`config.mk`:
```
export PLATFORM = sky130hd
export DESIGN_NAME = capture_ctrl
export DESIGN_NICKNAME = d
export VERILOG_FILES = /design/src/rtl/capture_pkg.sv /design/src/rtl/trig_match.sv /design/src/rtl/capture_ctrl.sv
export SDC_FILE = /design/constraint.sdc
export NUM_CORES = 1
export LEC_CHECK = 0
export CORE_UTILIZATION = 60
export DETAILED_ROUTE_END_ITERATION = 8
export DONT_BUFFER_PORTS = 1
export HOLD_SLACK_MARGIN = 0.05
export PLACE_DENSITY = 0.81
export SETUP_SLACK_MARGIN = 0.1
export SYNTH_ARGS = -nofsm -noshare
export SYNTH_HDL_FRONTEND = slang
export SYNTH_SLANG_ARGS = --single-unit
```
`constraint.sdc`:
```
create_clock -name clk -period 11 [get_ports clk]
set_input_delay 2.2 -clock clk [delete_from_list [all_inputs] [get_ports clk]]
set_output_delay 2.2 -clock clk [all_outputs]
set_load 0.05 [all_outputs]
```
`src/rtl/capture_pkg.sv`:
```
// Shared types and default widths for the capture sequencer.
package capture_pkg;

    localparam int DEF_DATA_LEN = 32;
    localparam int DEF_CNT_LEN  = 16;

    typedef enum logic [1:0] {
        ST_IDLE    = 2'd0,
        ST_ARMED   = 2'd1,
        ST_CAPTURE = 2'd2,
        ST_DONE    = 2'd3
    } cap_state_t;

endpackage : capture_pkg

```
`src/rtl/trig_match.sv`:
```
// Combinational masked comparator: hit when every masked bit of data equals value.
module trig_match #(
    parameter int W = 32
) (
    input  logic [W-1:0] data,
    input  logic [W-1:0] mask,
    input  logic [W-1:0] value,
    output logic         hit
);

    // A zero mask yields an unconditional hit.
    assign hit = (((data ^ value) & mask) == '0);

endmodule : trig_match

```
`src/rtl/capture_ctrl.sv`:
```
// Capture sequencer: waits for a masked trigger word, then forwards a fixed
// window of the packed word stream to the capture FIFO. No backpressure on the
// stream, so words the FIFO cannot take are dropped and flagged.
module capture_ctrl
    import capture_pkg::*;
#(
    parameter int DATA_LEN = DEF_DATA_LEN,
    parameter int CNT_LEN  = DEF_CNT_LEN
) (
    input  logic                clk,
    input  logic                rst,
    input  logic                arm,
    input  logic                abort,
    input  logic [DATA_LEN-1:0] trig_mask,
    input  logic [DATA_LEN-1:0] trig_value,
    input  logic [CNT_LEN-1:0]  capture_len,
    input  logic                in_valid,
    input  logic [DATA_LEN-1:0] in_data,
    input  logic                out_ready,
    output logic                out_valid,
    output logic [DATA_LEN-1:0] out_data,
    output logic                busy,
    output logic                triggered,
    output logic                done,
    output logic                overflow,
    output logic [CNT_LEN-1:0]  word_cnt
);

    cap_state_t          state_q, state_d;
    logic [DATA_LEN-1:0] mask_q, mask_d;
    logic [DATA_LEN-1:0] value_q, value_d;
    logic [CNT_LEN-1:0]  len_q, len_d;
    logic [CNT_LEN-1:0]  cnt_q, cnt_d;
    logic                trig_q, trig_d;
    logic                ovf_q, ovf_d;
    logic                out_valid_q, out_valid_d;
    logic [DATA_LEN-1:0] out_data_q, out_data_d;

    logic                hit;
    logic                take_word;
    logic [CNT_LEN-1:0]  cnt_inc;

    // Trigger compare always uses the copy latched at arm time.
    trig_match #(
        .W (DATA_LEN)
    ) u_trig_match (
        .data  (in_data),
        .mask  (mask_q),
        .value (value_q),
        .hit   (hit)
    );

    assign cnt_inc = cnt_q + CNT_LEN'(1);

    // Next-state, counter, flag and output-register logic.
    always_comb begin
        state_d     = state_q;
        mask_d      = mask_q;
        value_d     = value_q;
        len_d       = len_q;
        cnt_d       = cnt_q;
        trig_d      = trig_q;
        ovf_d       = ovf_q;
        out_valid_d = 1'b0;
        out_data_d  = out_data_q;
        take_word   = 1'b0;

        if (abort) begin
            // Abort beats arm and drops the word of this cycle; flags stay readable.
            state_d = ST_IDLE;
        end else begin
            unique case (state_q)
                ST_IDLE, ST_DONE: begin
                    if (arm) begin
                        state_d = ST_ARMED;
                        mask_d  = trig_mask;
                        value_d = trig_value;
                        len_d   = capture_len;
                        cnt_d   = '0;
                        trig_d  = 1'b0;
                        ovf_d   = 1'b0;
                    end
                end
                ST_ARMED: begin
                    if (in_valid && hit) begin
                        trig_d = 1'b1;
                        if (len_q == '0) begin
                            state_d = ST_DONE;
                        end else begin
                            // The trigger word itself is the first window word.
                            take_word = 1'b1;
                        end
                    end
                end
                ST_CAPTURE: begin
                    take_word = in_valid;
                end
                default: state_d = ST_IDLE;
            endcase

            if (take_word) begin
                // Dropped words still consume a slot of the window.
                cnt_d = cnt_inc;
                if (out_ready) begin
                    out_valid_d = 1'b1;
                    out_data_d  = in_data;
                end else begin
                    ovf_d = 1'b1;
                end
                state_d = (cnt_inc == len_q) ? ST_DONE : ST_CAPTURE;
            end
        end
    end

    // State and datapath registers, cleared asynchronously.
    always_ff @(posedge clk or posedge rst) begin
        if (rst) begin
            state_q     <= ST_IDLE;
            mask_q      <= '0;
            value_q     <= '0;
            len_q       <= '0;
            cnt_q       <= '0;
            trig_q      <= 1'b0;
            ovf_q       <= 1'b0;
            out_valid_q <= 1'b0;
            out_data_q  <= '0;
        end else begin
            state_q     <= state_d;
            mask_q      <= mask_d;
            value_q     <= value_d;
            len_q       <= len_d;
            cnt_q       <= cnt_d;
            trig_q      <= trig_d;
            ovf_q       <= ovf_d;
            out_valid_q <= out_valid_d;
            out_data_q  <= out_data_d;
        end
    end

    assign out_valid = out_valid_q;
    assign out_data  = out_data_q;
    assign busy      = (state_q == ST_ARMED) || (state_q == ST_CAPTURE);
    assign done      = (state_q == ST_DONE);
    assign triggered = trig_q;
    assign overflow  = ovf_q;
    assign word_cnt  = cnt_q;

endmodule : capture_ctrl
```
## Yosys cells after proc, flatten, opt, wreduce, memory -nomap -nowiden

Cells that the tools add are included.

| cells by class | value |
|---|---|
| reductions and logical operators | 15 |
| mux-type cells | 24 |
| divide/modulo/power cells | 0 |
| bitwise operators | 3 |
| $lt $le $gt $ge | 0 |
| multiply operators | 0 |
| add/subtract/negate cells | 1 |
| shift operators | 0 |
| equality and inequality tests | 9 |

Operators by type and width:

| cell | number |
|---|---|
| $mux 16 | 3 |
| $and 32x32->32 | 1 |
| $logic_not 32->1 | 1 |
| $xor 32x32->32 | 1 |
| $add 16x1->16 const B | 1 |
| $eq 16x16->1 | 1 |
| $logic_not 16->1 | 1 |
| $mux 1 | 13 |
| $mux 2 | 5 |
| $reduce_and 3->1 | 3 |
| $ne 4x3->1 const B | 2 |
| $reduce_and 4->1 | 2 |
| $reduce_bool 2->1 | 3 |
| $eq 2x2->1 const B | 2 |
| $ne 2x2->1 const B | 2 |
| $ne 4x4->1 const B | 1 |
| $pmux 1 s2 | 2 |
| $pmux 2 s2 | 1 |
| $reduce_bool 4->1 | 1 |
| $eq 2x1->1 const B | 1 |
| $logic_not 2->1 | 1 |
| $reduce_or 2->1 | 1 |
| $logic_and 1x1->1 | 1 |
| $logic_or 1x1->1 | 1 |
| $not 1->1 | 1 |

| word-level totals | value |
|---|---|
| memories | 0 |
| logic and storage cells | 61 |
| bits in writable memories | 0 |
| latch bits | 0 |
| output and inout port bits | 53 |
| bits in registers | 133 |
| ROM bits | 0 |

## Depth between registers and ports, before layout

| depth | value |
|---|---|
| depth after elaboration | 9 |
| gate-level depth with buffers | 10 |
| depth with buffers taken out | 9 |

## Hierarchy

Synthesis repeated with hierarchy kept, for this count alone.

| second synthesis, totals | value |
|---|---|
| cell total of the unflattened synthesis | 491 |
| area, all modules | 6252.2 sq um |

By module, submodules not included:

| module | area each (sq um) | sequential area each (sq um) | cells an instance | instances |
|---|---|---|---|---|
| capture_ctrl | 5814.3 | 3328.2 | 438 | 1 |
| trig_match | 437.9 | 0.0 | 53 | 1 |

## Worst setup path after synthesis

OpenSTA, ideal clock, no wires.

| timing path | value |
|---|---|
| path kind | input -> register |
| from | input in_data[15] |
| to | register out_data_q[0] (netlist: out_data[0]) |
| data arrival time | 3.831 ns |
| setup slack | 7.044 ns |
| stages | 9 |
| cell sequence | xor2_1 > a22oi_1 > nand4_1 > nor3_4 > a2bb2oi_1 > or2_1 > buf_6 > buf_6 > mux2_4 |

| between the ends | value |
|---|---|
| word-level cells in the longest chain between the ends | 8 |

Ends and longest elaborated chain:

| what | line | RTL |
|---|---|---|
| from (decl) | capture_ctrl.sv:18 | `input logic [DATA_LEN-1:0] in_data,` |
| $xor 32x32->32 | trig_match.sv:12 | `assign hit = (((data ^ value) & mask) == '0);` |
| $and 32x32->32 | trig_match.sv:12 |  |
| $logic_not 32->1 | trig_match.sv:12 |  |
| $logic_and 1x1->1 | capture_ctrl.sv:85 | `if (in_valid && hit) begin` |
| $mux 1 | capture_ctrl.sv:85 |  |
| $pmux 1 s2 | capture_ctrl.sv:72 | `unique case (state_q)` |
| $mux 1 | capture_ctrl.sv:68 | `if (abort) begin` |
| $reduce_and 3->1 (no line) | n/a |  |
| to (signal assigned) | capture_ctrl.sv:136 | `out_data_q <= out_data_d;` |
| to (decl) | capture_ctrl.sv:37 | `logic [DATA_LEN-1:0] out_data_q, out_data_d;` |

Every way passes these cells. The select of a mux whose other input is x is not followed.
A chain may end at the register's enable or synchronous reset.

## Final worst setup path

| timing path | value |
|---|---|
| from | input in_data[16] |
| to | register out_data_q[9] (netlist: out_data[9]) |

The elaborated chain is that of the path after synthesis.

==> results.ini <==
[setup_path]
cp_slowest_cell = or2_2
crit_required_ns = 11.40
path_max_fanout = 33
path_delay_family = simple AND/OR/NAND/NOR gates
endpoint_kind = flip-flop
worstSetupPathType = in2reg
startpoint_type = input pin
arrival_ns = 5.14
crit_path_max_incr_delay_ns = 1.02
path_buf_inv = 0
crit_chain = xor2_1 -> a22oi_1 -> nand4_1 -> nor3_4 -> a2bb2oi_2 -> or2_2 -> mux2_2

[finish]
final_nets = 607
drive_gt1_share_pct = 30.24
fin_util_pct = 67.70
regArea_um2 = 3328
synthToLayoutAreaGrowth_pct = 9.641
multiInputGateArea_um2 = 2877
n_fill_cell = 768

[detailed_routing]
wl_per_cell_um = 21.03
dr.pass1.iters = 4
detail_route.vias_per_cell = 6.046
ant_nets = 0
drcViolationCount = 0
vias = 3833
routed_wl_um = 13330
drt_iter0_markers = 171

[sta]
report.final.slew_viol_count = 0
fin_crit_sh_pct = 43.08
rsz0062_at_grt = no
hold_viol_final = 0
skew_ns = 0.009045
setup_viol = 0
tightest_slew_ns = 1.174
max_freq_mhz = 211.0
fin_crit_ns = 4.738
final.setup.tns_ns = 0
slew_headroom_pct = 21.70

[global_route]
met3_usage_pct = 11.04
grt_max_degree = 86
grt_overflow = 0
grt_pass1_wl_um = 21640
antenna_found_initial = 1
grt_usage_pct = 26.05
grt_util_met2_pct = 42.86
use_met1_pct = 29.86
grt_pass1_vias = 4130
busiest_layer = met2

[floorplan]
initial_core_util_pct = 61.75
row_count = 37
die_area_um2 = 10990
die_h_um = 104.8
core-area_um2 = 10280
ioPinCount = 171
die-width_um = 104.8

[clock_network]
cts_num_sinks = 133
post_cts_buffers = 0
insertion_delay_ns = 0.52
clk_pin_slew_ns = 0.06
htreeDepth = 4
ctsLongestPathBuffers = 2
cts_buffers = 17
hold_buffers = 0
root_buffer = clkbuf_8
cts_tree = yes
ctsResizeCount = 0

[logic_synthesis]
syn-num-nets = 605
synth_seq_area_share_pct = 52.44
syn_inst = 483
yosys.cell_types.count = 50
synth-seq-cells = 133
synth_ff_type = dfrtp_1
async_reset_ff_share_pct = 100.0
synth.cell_area_um2 = 6346
synth_enable_flop_cells = 0
yosysWarnings = 0
avgSynthCellArea_um2 = 13.14

[pwr]
leakagePower_uw = 0.003194
ir_worst_vdd_mv = 0.1815
powerDensity_nw_per_um2 = 296.4

[outcome]
outcome = finished, final reports clean

[flow_run]
max-cap-violations = 0

[hold_path]
hold_class = reg2reg

[placement]
io_buffers = 0
gp_congestion = 0.8265
dpl.hpwl_um = 9376

-- cells by family (layout without fill, tap and decap cells) --
family / after synthesis / count (layout) / share of synthesized area, %
multiplexers: 114 / 114 / 21.90
AO/OA/AOI/OAI: 59 / 59 / 6.447
flip-flops: 133 / 133 / 52.44
XOR/XNOR: 58 / 58 / 8.005
other: 0 / 2 / 0
adder cells (fa/ha/maj): 4 / 4 / 0.7887
AND/OR/NAND/NOR: 84 / 84 / 7.966
buffers and inverters: 31 / 44 / 2.445
-- synthesized netlist by cell type (3+ instances only) --
master	number	share of area, %
nor4_1	8	0.79
o22ai_1	3	0.30
a21oi_1	4	0.32
o21ai_0	11	0.87
inv_1	13	0.77
a22oi_1	15	1.8
mux2_4	29	6.9
xor2_1	38	5.2
clkbuf_1	7	0.41
and3_1	3	0.30
buf_6	4	0.71
mux2_2	83	15
dfrtp_1	133	52
a21o_1	8	0.95
nor2_1	15	0.89
ha_1	4	0.79
buf_2	7	0.55
nand2_1	17	1.0
o21a_1	3	0.35
xnor2_1	20	2.8
nor3b_1	5	0.59
nand4_1	6	0.59
o211ai_1	3	0.35
nand3_1	9	0.71
nor2b_1	3	0.30
nor3_1	4	0.32
-- routing by layer --
metal / routed length, um / up-vias / share of wire (%)
met5: 0 / - / 0
met4: 186 / 0 / 1.4
met3: 1191 / 17 / 8.9
met2: 6893 / 141 / 52
met1: 5063 / 1950 / 38
li1: - / 1725 / -
-- cell usage in the layout (no fill, tap or decap), types with 2 or more instances in the layout --
cell / netlist / layout
dfrtp_1: 133 / 133
mux2_2: 83 / 83
xor2_1: 38 / 38
mux2_4: 29 / 29
xnor2_1: 20 / 20
nand2_1: 17 / 16
clkbuf_16: 0 / 16
a22oi_1: 15 / 15
nor2_1: 15 / 15
inv_1: 13 / 12
o21ai_0: 11 / 11
nand3_1: 9 / 9
nor4_1: 8 / 8
a21o_1: 8 / 8
nand4_1: 6 / 6
nor3b_1: 5 / 5
nor3_1: 4 / 4
a21oi_1: 4 / 4
ha_1: 4 / 4
clkbuf_8: 0 / 4
o211ai_1: 3 / 3
o21a_1: 3 / 3
o22ai_1: 3 / 3
and3_1: 3 / 3
nor2b_1: 3 / 3
clkbuf_1: 7 / 3
clkinvlp_4: 0 / 3
diode_2: 0 / 2
or2_2: 1 / 2
mux2i_1: 2 / 2
o22a_1: 2 / 2
and3b_1: 2 / 2
a31oi_1: 2 / 2
inv_6: 0 / 2
clkinv_2: 0 / 2
-- sequential cells by signal, indices dropped and copies added (netlist names), 2 cells and up --
name      flops
word_cnt     16
out_data     32
len_q        16
mask_q       32
state_q       2
value_q      32
-- stage by stage --
step,instances,setup WS (ns),area (um^2),hold WS [ns],total power (uW)
after floorplan,483,5.246,6346,0.4793,1445
after global placement,602,5.850,6436,0.4888,1538
after detailed placement,602,5.722,6436,0.4943,1576
after CTS,632,6.274,6953,0.5076,2077
after global routing,633,6.087,6955,0.5185,2176
final,634,6.262,6958,0.5040,2062
-- layout make-up --
| cell class | instances | area share, % |
|---|---|---|
| timing repair buffer | 1 | 0.1079 |
| multi-input combinational | 319 | 41.34 |
| clock buffer | 23 | 6.707 |
| tap | 136 | 2.446 |
| antenna | 2 | 0.07193 |
| sequential | 133 | 47.83 |
| clock inverter | 7 | 0.7193 |
| inverter | 13 | 0.7732 |
-- power breakdown --
group | internal (uW) | leakage [uW] | switching (uW)
logic | 337 | 0.00129 | 262
clock network | 292 | 0.000246 | 201
registers | 684 | 0.00166 | 286
-- worst paths after layout --
check                       startpoint     endpoint  slack, ns  depth (start not counted)
setup reg to reg             len_q[11]  out_data[9]       7.10                          7
setup / recovery           in_data[16]  out_data[9]       6.26                          7
hold reg to reg             mask_q[17]   mask_q[17]       0.50                          1
min in group asynchronous          rst     len_q[9]       1.57                          1
max in group asynchronous          rst  value_q[22]       8.03                          2
hold / removal              mask_q[17]   mask_q[17]       0.50                          1
No activity file was read; power rests on OpenSTA's default activity.
